**src/rtl/maze_wall_solver_if.sv**
```systemverilog
// Bus bundle between a maze source/controller and the wall-following solver.
// The master side issues the walk request and maze bitmap; the slave side
// (the solver) reports position, heading, step count and walk status.
interface maze_wall_solver_if;
    logic         start;
    logic [255:0] maze_data;
    logic [3:0]   start_x;
    logic [3:0]   start_y;
    logic [1:0]   start_heading;
    logic [3:0]   goal_x;
    logic [3:0]   goal_y;
    logic [3:0]   curr_x;
    logic [3:0]   curr_y;
    logic [1:0]   heading;
    logic [9:0]   step_count;
    logic         step_valid;
    logic         busy;
    logic         found;
    logic         fail;

    modport master (
        output start, maze_data, start_x, start_y, start_heading, goal_x, goal_y,
        input  curr_x, curr_y, heading, step_count, step_valid, busy, found, fail
    );

    modport slave (
        input  start, maze_data, start_x, start_y, start_heading, goal_x, goal_y,
        output curr_x, curr_y, heading, step_count, step_valid, busy, found, fail
    );
endinterface

```
**src/rtl/maze_wall_solver.sv**
```systemverilog
// Right-hand wall follower over a 16x16 maze bitmap.
// Bit x+16*y of maze_data is 1 for an open cell. Each WALK cycle either
// finishes (goal reached / step limit / boxed in) or moves one cell, trying
// right, forward, left and back in that order. Headings: 0=up(y-1),
// 1=left(x-1), 2=down(y+1), 3=right(x+1); a right turn is heading-1.
module maze_wall_solver #(
    parameter int MAX_STEPS = 1023
) (
    input logic          clk,
    input logic          reset,
    maze_wall_solver_if.slave bus
);

    typedef enum logic [1:0] {
        S_IDLE,
        S_WALK,
        S_DONE,
        S_FAIL
    } state_t;

    localparam logic [9:0] STEP_LIMIT = 10'(MAX_STEPS);

    state_t     state;
    state_t     state_next;
    logic [3:0] cx;
    logic [3:0] cx_next;
    logic [3:0] cy;
    logic [3:0] cy_next;
    logic [3:0] gx;
    logic [3:0] gx_next;
    logic [3:0] gy;
    logic [3:0] gy_next;
    logic [1:0] hd;
    logic [1:0] hd_next;
    logic [9:0] cnt;
    logic [9:0] cnt_next;
    logic       moved;
    logic       sv;
    logic [1:0] try_dir;

    // Column of the neighbour in direction dir (only meaningful when on-grid).
    function automatic logic [3:0] step_x(input logic [3:0] x, input logic [1:0] dir);
        logic [3:0] nx;
        nx = x;
        if (dir == 2'd1) nx = x - 4'd1;
        else if (dir == 2'd3) nx = x + 4'd1;
        return nx;
    endfunction

    // Row of the neighbour in direction dir (only meaningful when on-grid).
    function automatic logic [3:0] step_y(input logic [3:0] y, input logic [1:0] dir);
        logic [3:0] ny;
        ny = y;
        if (dir == 2'd0) ny = y - 4'd1;
        else if (dir == 2'd2) ny = y + 4'd1;
        return ny;
    endfunction

    // A neighbour is open only if it stays on the grid (no wrap) and its bit is 1.
    function automatic logic dir_open(input logic [255:0] maze, input logic [3:0] x,
                                      input logic [3:0] y, input logic [1:0] dir);
        logic on_grid;
        case (dir)
            2'd0:    on_grid = (y != 4'd0);
            2'd1:    on_grid = (x != 4'd0);
            2'd2:    on_grid = (y != 4'd15);
            default: on_grid = (x != 4'd15);
        endcase
        return on_grid && maze[{step_y(y, dir), step_x(x, dir)}];
    endfunction

    // Next-state and datapath decision: start handling outside WALK, one
    // goal/limit/move decision per cycle inside WALK.
    always_comb begin
        state_next = state;
        cx_next    = cx;
        cy_next    = cy;
        gx_next    = gx;
        gy_next    = gy;
        hd_next    = hd;
        cnt_next   = cnt;
        moved      = 1'b0;
        try_dir    = 2'd0;
        case (state)
            S_WALK: begin
                if (cx == gx && cy == gy) begin
                    state_next = S_DONE;
                end else if (cnt == STEP_LIMIT) begin
                    state_next = S_FAIL;
                end else begin
                    state_next = S_FAIL;
                    for (int i = 0; i < 4; i++) begin
                        // offsets 3,0,1,2 give right, forward, left, back
                        try_dir = hd + 2'(i + 3);
                        if (!moved && dir_open(bus.maze_data, cx, cy, try_dir)) begin
                            moved      = 1'b1;
                            hd_next    = try_dir;
                            cx_next    = step_x(cx, try_dir);
                            cy_next    = step_y(cy, try_dir);
                            cnt_next   = cnt + 10'd1;
                            state_next = S_WALK;
                        end
                    end
                end
            end
            default: begin
                if (bus.start) begin
                    gx_next    = bus.goal_x;
                    gy_next    = bus.goal_y;
                    cx_next    = bus.start_x;
                    cy_next    = bus.start_y;
                    hd_next    = bus.start_heading;
                    cnt_next   = 10'd0;
                    state_next = bus.maze_data[{bus.start_y, bus.start_x}] ? S_WALK : S_FAIL;
                end
            end
        endcase
    end

    // State and walk registers; reset wins in every state.
    always_ff @(posedge clk) begin
        if (reset) begin
            state <= S_IDLE;
            cx    <= 4'd0;
            cy    <= 4'd0;
            gx    <= 4'd0;
            gy    <= 4'd0;
            hd    <= 2'b11;
            cnt   <= 10'd0;
            sv    <= 1'b0;
        end else begin
            state <= state_next;
            cx    <= cx_next;
            cy    <= cy_next;
            gx    <= gx_next;
            gy    <= gy_next;
            hd    <= hd_next;
            cnt   <= cnt_next;
            sv    <= moved;
        end
    end

    assign bus.curr_x     = cx;
    assign bus.curr_y     = cy;
    assign bus.heading    = hd;
    assign bus.step_count = cnt;
    assign bus.step_valid = sv;
    assign bus.busy       = (state == S_WALK);
    assign bus.found      = (state == S_DONE);
    assign bus.fail       = (state == S_FAIL);

endmodule
```
**src/flat_wrapper.sv**
```systemverilog
// flat-port wrapper written by rule: the top's interface ports become plain ports
module maze_wall_solver_flat 
#(
    parameter int MAX_STEPS = 1023
)
  (clk, reset, bus_start, bus_maze_data, bus_start_x, bus_start_y, bus_start_heading, bus_goal_x, bus_goal_y, bus_curr_x, bus_curr_y, bus_heading, bus_step_count, bus_step_valid, bus_busy, bus_found, bus_fail);
  maze_wall_solver_if bus_i ();
  input logic clk;
  input logic reset;
  input wire logic [$bits(bus_i.start)-1:0] bus_start;
  input wire logic [$bits(bus_i.maze_data)-1:0] bus_maze_data;
  input wire logic [$bits(bus_i.start_x)-1:0] bus_start_x;
  input wire logic [$bits(bus_i.start_y)-1:0] bus_start_y;
  input wire logic [$bits(bus_i.start_heading)-1:0] bus_start_heading;
  input wire logic [$bits(bus_i.goal_x)-1:0] bus_goal_x;
  input wire logic [$bits(bus_i.goal_y)-1:0] bus_goal_y;
  output wire logic [$bits(bus_i.curr_x)-1:0] bus_curr_x;
  output wire logic [$bits(bus_i.curr_y)-1:0] bus_curr_y;
  output wire logic [$bits(bus_i.heading)-1:0] bus_heading;
  output wire logic [$bits(bus_i.step_count)-1:0] bus_step_count;
  output wire logic [$bits(bus_i.step_valid)-1:0] bus_step_valid;
  output wire logic [$bits(bus_i.busy)-1:0] bus_busy;
  output wire logic [$bits(bus_i.found)-1:0] bus_found;
  output wire logic [$bits(bus_i.fail)-1:0] bus_fail;
  assign bus_i.start = bus_start;
  assign bus_i.maze_data = bus_maze_data;
  assign bus_i.start_x = bus_start_x;
  assign bus_i.start_y = bus_start_y;
  assign bus_i.start_heading = bus_start_heading;
  assign bus_i.goal_x = bus_goal_x;
  assign bus_i.goal_y = bus_goal_y;
  assign bus_curr_x = bus_i.curr_x;
  assign bus_curr_y = bus_i.curr_y;
  assign bus_heading = bus_i.heading;
  assign bus_step_count = bus_i.step_count;
  assign bus_step_valid = bus_i.step_valid;
  assign bus_busy = bus_i.busy;
  assign bus_found = bus_i.found;
  assign bus_fail = bus_i.fail;
  maze_wall_solver #(.MAX_STEPS(MAX_STEPS)) u_core (.clk(clk), .reset(reset), .bus(bus_i));
endmodule
```
**config.mk**
```make
export PLATFORM = sky130hd
export DESIGN_NAME = maze_wall_solver_flat
export DESIGN_NICKNAME = d
export VERILOG_FILES = /design/src/rtl/maze_wall_solver_if.sv /design/src/rtl/maze_wall_solver.sv /design/src/flat_wrapper.sv
export SDC_FILE = /design/constraint.sdc
export NUM_CORES = 1
export LEC_CHECK = 0
export BUFFER_PORTS_ARGS = -buffer_cell sky130_fd_sc_hd__buf_2
export CAP_MARGIN = 25
export CORE_MARGIN = 2
export CORE_UTILIZATION = 45
export CTS_CLUSTER_SIZE = 12
export DETAILED_ROUTE_END_ITERATION = 16
export HOLD_SLACK_MARGIN = 0.02
export PLACE_DENSITY = 0.72
export SETUP_SLACK_MARGIN = 0.05
export SYNTH_ARGS = -nofsm -noshare
export SYNTH_HDL_FRONTEND = slang
export SYNTH_SLANG_ARGS = --single-unit
```
**constraint.sdc**
```tcl
create_clock -name clk -period 5.72 [get_ports clk]
set_input_delay 0.858 -clock clk [delete_from_list [all_inputs] [get_ports clk]]
set_output_delay 0.858 -clock clk [all_outputs]
set_load 0.03 [all_outputs]
```
Word level (Yosys, flattened, before mapping):

Index checks and enable logic that the tools add are counted.

* add/sub/neg operators: 8
* $lt $le $gt $ge: 5
* equality and inequality tests: 25
* mux-type cells: 120
* bitwise operators: 1
* reduce and logical (&&, ||, !) cells: 22

Operators by type and width (number)
* two-way mux 4 bit: 56
* two-way mux 10 bit: 8
* less-than comparator 8 x 9 -> 1 bit, second input constant: 5
* binary-select mux 1 bit (select 8 bit): 5
* two-way mux 2 bit: 17
* two-way mux 1 bit: 30
* equality test 2 bit, second input constant: 10
* != test 4 bit, second input constant: 3
* case mux 1 bit (3 select lines): 4
* adder 10 x 1 -> 10 bit, second input constant: 1
* equality test 10 bit, second input constant: 1
* equality test 2 x 1 -> 1 bit, second input constant: 5
* adder 4 x 1 -> 4 bit, second input constant: 2
* equality test 4 bit: 2
* logical AND 1 bit: 8
* logical NOT 2 bit: 4
* nonzero test 4 bit: 2
* subtractor 4 x 1 -> 4 bit, second input constant: 2
* != test 5 x 1 -> 1 bit, second input constant: 1
* AND reduction 5 bit: 1
* adder 2 bit, second input constant: 2
* != test 2 bit, second input constant: 2
* != test 4 x 1 -> 1 bit, second input constant: 1
* AND reduction 4 bit: 1
* 6 further kinds: 8

* bits in registers: 31
* input port bits: 277
* output and inout bits: 24
* logic and storage cells: 189

Logic depth before layout (Yosys ltp):

Gate-level depths: netlist of run 1.

* depth after elaboration: 32
* mapped depth: 22
* depth with buffers taken out: 14

Least setup slack after synthesis of run 1:

No wires, ideal clock.

* kind: register to register
* start point: reg u_core.hd[0] (netlist: u_core.bus.heading[0])
* end point: reg u_core.cx[1] (netlist: u_core.bus.curr_x[1])
* setup time: 0.086 ns
* data arrival time: 4.435 ns
* data required time: 5.634 ns
* setup slack: 1.198 ns
* stages on the path, launching flop included: 19
* buffers on the path: 5
* period minus slack after synthesis: 4.522 ns
* path through: dfxtp_1 -> buf_4 -> inv_1 -> ha_1 -> buf_2 -> mux2i_2 -> mux2i_1 -> buf_2 -> mux4_2 -> a221oi_1 -> nand2_1 -> a221o_1 -> a32oi_2 -> o211ai_2 -> o31ai_4 -> buf_6 -> buf_6 -> nand2_1 -> a221oi_2

* word-level cells in the longest chain between the ends: 32
* elaborated cells between the ends (all ways): 114
* classes of those cells: add/sub: 3; eq/ne: 13; mux: 83; reduce/logical: 15

RTL lines
* start, declared: line maze_wall_solver.sv:33 `logic [1:0] hd;`
* start signal, assigned: line maze_wall_solver.sv:137 `hd <= hd_next;`
* adder 2 bit: line maze_wall_solver.sv:94 `try_dir = hd + 2'(i + 3);`
* equality test 2 bit (on tied branches): line maze_wall_solver.sv:46, maze_wall_solver.sv:55, maze_wall_solver.sv:63
* two-way mux 4 bit (on tied branches) (2 in series)
* two-way mux 4 bit: line maze_wall_solver.sv:88 `end else if (cnt == STEP_LIMIT) begin`
* two-way mux 4 bit: line maze_wall_solver.sv:86 `if (cx == gx && cy == gy) begin`
* two-way mux 4 bit: line maze_wall_solver.sv:84 `case (state)`
* binary-select mux 1 bit (select 8 bit): line maze_wall_solver.sv:69 `return on_grid && maze[{step_y(y, dir), step_x(x, dir)}];`
* two-way mux 1 bit (implied by the code): line maze_wall_solver.sv:69
* (+15 left out)
* two-way mux 1 bit: line maze_wall_solver.sv:86
* two-way mux 1 bit: line maze_wall_solver.sv:84
* logical NOT 1 bit: line maze_wall_solver.sv:95 `if (!moved && dir_open(bus.maze_data, cx, cy, try_dir)) begin`
* logical AND 1 bit: line maze_wall_solver.sv:95
* two-way mux 4 bit: line maze_wall_solver.sv:95
* two-way mux 4 bit: line maze_wall_solver.sv:88
* two-way mux 4 bit: line maze_wall_solver.sv:86
* two-way mux 4 bit: line maze_wall_solver.sv:84
* end signal, assigned: line maze_wall_solver.sv:133 `cx <= cx_next;`
* end, declared: line maze_wall_solver.sv:25 `logic [3:0] cx;`

Several ways; a longest one is shown, not always the timed one. The select of a mux whose other input is x is not followed.
A chain may end at the register's enable or synchronous reset.

Worst setup path after layout of run 1:

* start point: reg u_core.hd[1] (netlist: u_core.bus.heading[1])
* end point: reg u_core.cnt[5] (netlist: u_core.bus.step_count[5])

* word-level cells in the longest chain between the ends: 32
* elaborated cells between the ends (all ways): 113
* classes of those cells: add/sub: 3; eq/ne: 13; mux: 82; reduce/logical: 15

RTL lines
* adder 2 bit: line maze_wall_solver.sv:94
* equality test 2 bit (on tied branches): line maze_wall_solver.sv:46, maze_wall_solver.sv:55, maze_wall_solver.sv:63
* two-way mux 4 bit (on tied branches) (2 in series)
* two-way mux 4 bit: line maze_wall_solver.sv:88
* two-way mux 4 bit: line maze_wall_solver.sv:86
* two-way mux 4 bit: line maze_wall_solver.sv:84
* binary-select mux 1 bit (select 8 bit): line maze_wall_solver.sv:69
* two-way mux 1 bit (implied by the code): line maze_wall_solver.sv:69
* (+15 left out)
* two-way mux 1 bit: line maze_wall_solver.sv:86
* two-way mux 1 bit: line maze_wall_solver.sv:84
* logical NOT 1 bit: line maze_wall_solver.sv:95
* logical AND 1 bit: line maze_wall_solver.sv:95
* two-way mux 10 bit: line maze_wall_solver.sv:95
* two-way mux 10 bit: line maze_wall_solver.sv:88
* two-way mux 10 bit: line maze_wall_solver.sv:86
* two-way mux 10 bit: line maze_wall_solver.sv:84
* end signal, assigned: line maze_wall_solver.sv:138 `cnt <= cnt_next;`
* end, declared: line maze_wall_solver.sv:35 `logic [9:0] cnt;`

Several ways; a longest one is shown, not always the timed one. The select of a mux whose other input is x is not followed.

==> summary.md, run 1 <==
• 0.932 ns — worst-margin pin slew
• 1804 — synthesized instance count
• 0.314 — area share of the largest cell type after synthesis
• 3093 — initial DRC count
• dfxtp_1 — Post-synth top flop
• 31 — sinks on the clock net
• flip-flop — type of element capturing the critical path
• 0.0404 — proportion of synthesized chip area in sequential cells
• 0 — residual DRC count
• 0 — share of flip-flops with an asynchronous set or reset
• 77 — Worst Path Max Fanout
• finished clean — result of the run
• ha_1 — worst-path cell with the longest stage delay
• 5.92 ns — required time worst endpoint
• flip-flop to flip-flop — class of the most critical setup path
• 67 — # rows
• clkbuf_16 — root buffer cell
• 101 — count of cell types in the netlist
• 0.00582 ns — Final Skew
• 0.28 ns — worst-skew pair later-pin latency
• 0.372 — relative max-transition margin
• 0 — hold violation count in the final report
• 301 — number of top-level pins
• 2 — Longest Clk Path Bufs
• 5.43 ns — final critical-path required period
• 4 — antenna violations before repair
• 19000 — count of vias placed by the detailed router
• buf_4 — cell type with the highest occurrence count on the critical path
• 0.432 — combined global-route utilization of all metal layers
• 0.458 — starting density of the core
• 300 — I/O Buffers
• built — TritonCTS clock tree
• 0 ns — setup TNS after final layout
• 0.341 — layout cell share with drive strength beyond 1
• 0 — DRT antenna net count
• 5.64 ns — arrival time of data at the critical path endpoint
• 4 — Buffers & Inverters on Critical Path
• 14.2% — relative area change from synthesis to final layout
• 0.184 GHz — maximum clock rate
• 78600 um — Routed Wire Length
• 0 — grt ovf
• 0.950 — Final period util
• flip-flop — crit start category
• 0.59 ns — Crit path largest cell delay
• 17800 — number of global-route vias before repair
• 116000 um — wire length of the first global-routing pass
• 0 — number of enable flip-flop cells after synthesis
• ha_1, a21oi_1, a211oi_4, buf_12, nand2_1, o32ai_1, nor4_1, o311ai_0, a221o_1, a2bb2oi_1, buf_4, nand2_1, o31ai_4, buf_4, buf_4, or4b_1, a21oi_1 — Cell Chain, Critical Path
• false — setup repair after global routing missed its margin
• flip-flop to flip-flop — Min-Delay Path Class
• 0 — final slew viol count
• compound AO/OA/AOI/OAI gates — kind of cell adding the most delay to the critical path
• 0 — final setup vio count
• 0.0356 mm^2 — floorplan die area
• 78 — pin count of the biggest net entering global routing
• 189 um — Chip Height
• 2310 — Final Net Count
• 2094 — nets in the synthesized netlist
• 0 — hold-fix buffer count after cts
• 0.05 ns — clock slew at the register clock pins of the worst setup and hold paths
• 0 — Yosys warnings
• 7.68 — vias per std cell
• 0 — number of violations of the max-capacitance limit
• 0.0154 mm^2 — Post-Synthesis Cell Area
• 5 — CTS Buf Count
• 1.09 — routability congestion estimate from global placement
• 7 — Detailed Routing Iterations Pass 1
• 8.51 um^2 — syn_area_per_cell
• mux4_2 (31%), mux2i_1 (12%), nand2_1 (8.0%) — largest cells by area after synthesis
• 2 — H-tree levels
• 0.0335 mm^2 — area inside the core boundary
• 189 um — Horiz. Die Dim
• mux4_2 — post-synthesis cell type with the largest combined area
• 31.8 um — Routed wire per std cell
• 58600 um — placed wire-length estimate after detailed placement
• 31 — synthesized flop and latch total
==> cells in the final DEF, fill, tap and decap left out, drive strengths merged, types with 12 or more instances in the layout <==
master   instances
o211ai          16
a31oi           28
o21ai           46
a2111oi         12
and3            30
a22oi           14
dfxtp           31
nand4           30
buf            399
nor2           117
a311oi          23
inv             25
mux2            26
a32oi           31
a211oi          15
ha              13
nor3            39
xnor2           19
mux2i          190
mux4           214
nand3           86
nor4            17
nand2          327
a21oi           54
o311ai          13
a211o           13
==> what timing repair did <==
action	4_1_cts	5_1_grt
resized for setup	0	4
setup buffers	0	1
setup endpoints to repair	0	13
==> kinds of logic after synthesis <==
logic type | synth area share
AO/OA/AOI/OAI | 0.191
XOR/XNOR | 0.0166
adder cells (fa/ha/maj) | 0.0106
buffers and inverters | 0.0729
flip-flops | 0.0404
multiplexers | 0.457
AND/OR/NAND/NOR | 0.212
==> Yosys cell counts (all sizes together) (5+ instances only) <==
cell type and n:
dfxtp 31, o21a 6, o221ai 7, clkbuf 69
nor3 39, a41oi 6, inv 25, nand3 86
or4 7, a32o 5, buf 122, or3 6
xnor2 19, nand2 327, a21oi 54, ha 13
nand3b 8, a2111oi 12, mux4 214, o21ai 46
a31oi 28, xor2 5, a311oi 23, mux2i 190
a22oi 14, o211ai 16, nand4 30, o311ai 13
a211o 13, a221oi 9, mux2 26, nor4 17
o32ai 6, a221o 7, and3 30, o22ai 11
nor2 117, nor2b 8, a211oi 15, a21boi 5
and2 7, a32oi 31, a21o 9
==> per-stage QoR <==
| stage | utilization | std cells | area [um^2] | hold WS, ns | setup slack [ns] |
|---|---|---|---|---|---|
| 5_1_grt | 0.523 | 2469 | 17500 | 0.496 | 0.132 |
| 2_1_floorplan | - | 1804 | 15400 | 0.449 | 1.20 |
| 6_report | 0.523 | 2471 | 17500 | 0.473 | 0.286 |
| 3_5_place_dp | 0.518 | 2459 | 17400 | 0.467 | 0.100 |
| 3_3_place_gp | 0.518 | 2459 | 17400 | 0.456 | 0.204 |
| 4_1_cts | 0.522 | 2467 | 17500 | 0.474 | 0.0694 |
==> layer usage <==
metal | wire length (um) | part of all wire | GRT usage | vias to the layer above
met1 | 28200 | 0.36 | 0.570 | 9146
met2 | 32700 | 0.42 | 0.634 | 1819
li1 | - | - | - | 7616
met5 | 28 | 0.00036 | 0 | -
met4 | 5300 | 0.067 | 0.231 | 4
met3 | 12400 | 0.16 | 0.130 | 392
==> sequential cells by signal, summed over array words and instances (netlist names) <==
name and cells:
u_core.bus.heading 2, u_core.state 2, u_core.bus.curr_y 4, u_core.bus.step_count 10
u_core.gy 4, u_core.gx 4, u_core.bus.curr_x 4, u_core.bus.step_valid 1
==> worst reg2reg max path, stage by stage (launching register included) <==
cell and delay (ns):
dfxtp_1 0.51, ha_1 0.59, a21oi_1 0.23, a211oi_4 0.32
buf_12 0.40, nand2_1 0.50, o32ai_1 0.43, nor4_1 0.14
o311ai_0 0.34, a221o_1 0.31, a2bb2oi_1 0.09, buf_4 0.18
nand2_1 0.18, o31ai_4 0.07, buf_4 0.24, buf_4 0.20
or4b_1 0.46, a21oi_1 0.16
==> worst paths after layout <==
check	start	to	slack, ns	depth (start not counted)
worst max register to register	u_core.bus.heading[1]	u_core.bus.step_count[5]	0.29	17
worst min-delay path	u_core.gx[0]	u_core.gx[0]	0.47	2
worst max-delay path	u_core.bus.heading[1]	u_core.bus.step_count[5]	0.29	17
worst min register to register	u_core.gx[0]	u_core.gx[0]	0.47	2
==> cell type report <==
| cell class | count | area (um^2) |
|---|---|---|
| Sequential cell | 31 | 621 |
| Inverter | 26 | 97.6 |
| Antenna cell | 2 | 5.00 |
| Tap cell | 448 | 561 |
| Clock inverter | 1 | 5.00 |
| Fill cell | 3210 | 16000 |
| Timing Repair Buffer | 400 | 2380 |
| Multi-Input combinational cell | 1556 | 13700 |
| Clock buffer | 7 | 133 |
Power of run 1 is not shown: default switching activity piles up to over one toggle a cycle in this logic, so the estimate is an artifact.
==> inputs of run 2 (changes only) <==
--- a/config.mk
+++ b/config.mk
@@ -6,13 +6,12 @@
 export NUM_CORES = 1
 export LEC_CHECK = 0
 export BUFFER_PORTS_ARGS = -buffer_cell sky130_fd_sc_hd__buf_2
-export CAP_MARGIN = 25
 export CORE_MARGIN = 2
 export CORE_UTILIZATION = 45
 export CTS_CLUSTER_SIZE = 12
 export DETAILED_ROUTE_END_ITERATION = 16
 export HOLD_SLACK_MARGIN = 0.02
-export PLACE_DENSITY = 0.72
+export PLACE_DENSITY = 0.75
 export SETUP_SLACK_MARGIN = 0.05
 export SYNTH_ARGS = -nofsm -noshare
 export SYNTH_HDL_FRONTEND = slang
==> constraint.sdc (replaced) <==
create_clock -name clk -period 4.6 [get_ports clk]
set_input_delay 0.69 -clock clk [delete_from_list [all_inputs] [get_ports clk]]
set_output_delay 0.69 -clock clk [all_outputs]
set_load 0.03 [all_outputs]
==> run 2 against run 1 <==
  * Via count is 5.3% higher
  * Non-clock buffer count grew 206
  * Sequential share of layout area down 0.39 points
  * Cell count is 8.4% higher
  * Highest routed layer unchanged
  * Routed wire length increased by 12%
  * Critical endpoint is now u_core.bus.curr_x[2]
  * Largest cell class unchanged
  * Final area is 14% higher
==> summary.md, run 2 (synthesis gave the netlist of run 1 again) <==
• u_core.gx[0] — Min-Delay Startpoint
• 2 — Longest Clk Path Bufs, unchanged
• 8 — Detailed Routing Iterations Pass 1, +1
• u_core.bus.curr_x[2] — RR Endpoint
• true — setup repair after global routing missed its margin
• 0.598 — final standard cell utilization of the core, +0.0746
• nand2_1 — most frequent standard cell in the layout excluding fill and tap cells
• 0.0335 mm^2 — area inside the core boundary, unchanged
• 189 um — Horiz. Die Dim, unchanged
• 301 — number of top-level pins, unchanged
• 631 um^2 — flip-flop and latch area, +1.6%
• 0 — number of violations of the max-capacitance limit, unchanged
• 31 — sinks on the clock net, unchanged
• 67 — # rows, unchanged
• 30.5% — relative area change from synthesis to final layout
• 0.221 GHz — maximum clock rate, +20%
• 18800 — number of global-route vias before repair, +6.1%
• 10 — antenna violations before repair, +6
• 0 — grt ovf, unchanged
• 300 — I/O Buffers, unchanged
• 0.0356 mm^2 — floorplan die area, unchanged
• 0.429 — layout cell share with drive strength beyond 1, +0.0874
• 0 — DRT antenna net count, unchanged
• 2517 — Final Net Count, +9.0%
• 65500 um — placed wire-length estimate after detailed placement, +12%
• 1.17 ns — worst-margin pin slew, +0.235 ns
• 2 — H-tree levels, unchanged
• 3101 — initial DRC count, +0.26%
• 4.71 ns — arrival time of data at the critical path endpoint, -0.93 ns
• 7.46 — vias per std cell, -2.8%
• met5 — highest layer used for signal routing
• clkbuf_16 — root buffer cell
• u_core.bus.curr_x[2] — CP endpoint
• 4.53 ns — final critical-path required period, -0.901 ns
• finished clean — result of the run
• 0.985 — Final period util, +0.0353
• 0.28 ns — worst-skew pair later-pin latency, about the same
• u_core.bus.heading[0] — source of the worst register-to-register timing path
• 0.0142 mm^2 — multi-input combinational cell area, +3.2%
• u_core.bus.heading[0] — start point of the critical path
• 5 — CTS Buf Count, unchanged
• 0.216 — relative max-transition margin, -0.156
• 66 — pin count of the biggest net entering global routing, -15%
• 11 — Worst Path Max Fanout, -86%
• 1.08 — routability congestion estimate from global placement, -1.6%
• 0.458 — starting density of the core, unchanged
• 189 um — Chip Height, unchanged
• 4.78 ns — required time worst endpoint, -1.14 ns
• 20000 — count of vias placed by the detailed router, +5.3%
• 31400 um — WL met1, +11%
• flip-flop — type of element capturing the critical path
• 0.00807 ns — Final Skew, +0.00225 ns
• 36000 um — total length of routed met2 wires, +10%
• 0 — residual DRC count, unchanged
• 17 — Worst R2R Path Depth, unchanged
• 0 — final slew viol count, unchanged
• 88000 um — Routed Wire Length, +12%
• 10 — Largest register FFs, unchanged
• built — TritonCTS clock tree
• 0 — final setup vio count, unchanged
• flip-flop to flip-flop — Min-Delay Path Class
• 0.07 ns — R2R setup slack, -0.22 ns
• 32.8 um — Routed wire per std cell, +3.2%
• flip-flop to flip-flop — class of the most critical setup path
• 2968 — count of fill cells added during filler insertion, -7.5%
• 0.05 ns — clock slew at the register clock pins of the worst setup and hold paths, about the same
• 14000 um — met3 layer wire length in the routed design, +13%
• 0 — hold violation count in the final report, unchanged
• 124000 um — wire length of the first global-routing pass, +6.9%
• 0.466 — combined global-route utilization of all metal layers, +0.0345
• flip-flop — crit start category
• nand2_1 (323), buf_2 (299), buf_4 (250) — commonest cells after routing, fill and taps aside
## run 2: cell count changes in the layout (fill, tap and decap cells not counted), sizes merged
cell / change
clkbuf: +6
o211a: +1
inv: -1
dlymetal6s2s: -1
diode: +1
buf: +200
clkinvlp: +1
## run 2: worst min-delay path by stage
stage | end | slack (ns) | cells past startpoint
4_1_cts | u_core.gy[1] | 0.48 | 2
2_1_floorplan | u_core.gx[0] | 0.45 | 2
5_1_grt | u_core.gy[3] | 0.50 | 2
3_5_place_dp | u_core.gx[1] | 0.46 | 2
6_report | u_core.gx[0] | 0.48 | 2
3_3_place_gp | u_core.gx[1] | 0.46 | 2
## run 2: stage by stage
step           setup TNS (ns)  area (um^2)  setup slack [ns]  cells  hold WS (ns)
2_1_floorplan               0        15400            0.0784   1804         0.449
3_3_place_gp            -1.36        18900            -0.201   2618         0.456
3_5_place_dp            -2.98        18900            -0.262   2618         0.465
4_1_cts                     0        19200            0.0536   2631         0.478
5_1_grt                -0.165        20000           -0.0337   2675         0.504
6_report                    0        20000            0.0672   2678         0.479
## run 2: worst max-delay path: stages (launching register included)
cell	delay [ns]
dfxtp_4	0.42
clkinvlp_4	0.22
ha_4	0.24
buf_4	0.19
mux2i_1	0.15
mux2_2	0.30
nor2_1	0.71
o311ai_0	0.30
a21oi_1	0.34
nor4_4	0.12
o22ai_1	0.31
buf_4	0.20
a211oi_4	0.08
buf_4	0.14
buf_4	0.13
o2bb2ai_1	0.11
a211o_1	0.26
a311oi_1	0.19
## run 2: what timing repair did
item | 4_1_cts | 5_1_grt
pin swaps | 4 | 30
gates cloned | 1 | 6
hold buffers | 0 | 0
setup endpoints to repair | 20 | 21
resized for setup | 22 | 85
hold endpoints to repair | 0 | 0
buffers inserted | 5 | 38
## run 2: per-layer routing
metal	track usage	vias to the layer above
met5	0	-
met4	0.284	14
met3	0.138	440
met2	0.667	1965
met1	0.618	9527
li1	-	8044
## run 2: layout make-up
cell class / instances / share of cell area
antenna: 3 / 0.000375
clock buffer: 6 / 0.00693
clock inverter: 1 / 0.000250
inverter: 26 / 0.00506
multi-input combinational: 1557 / 0.707
sequential: 31 / 0.0315
tap: 448 / 0.0280
timing repair buffer: 606 / 0.221
Power of run 2 is left out for the same reason.
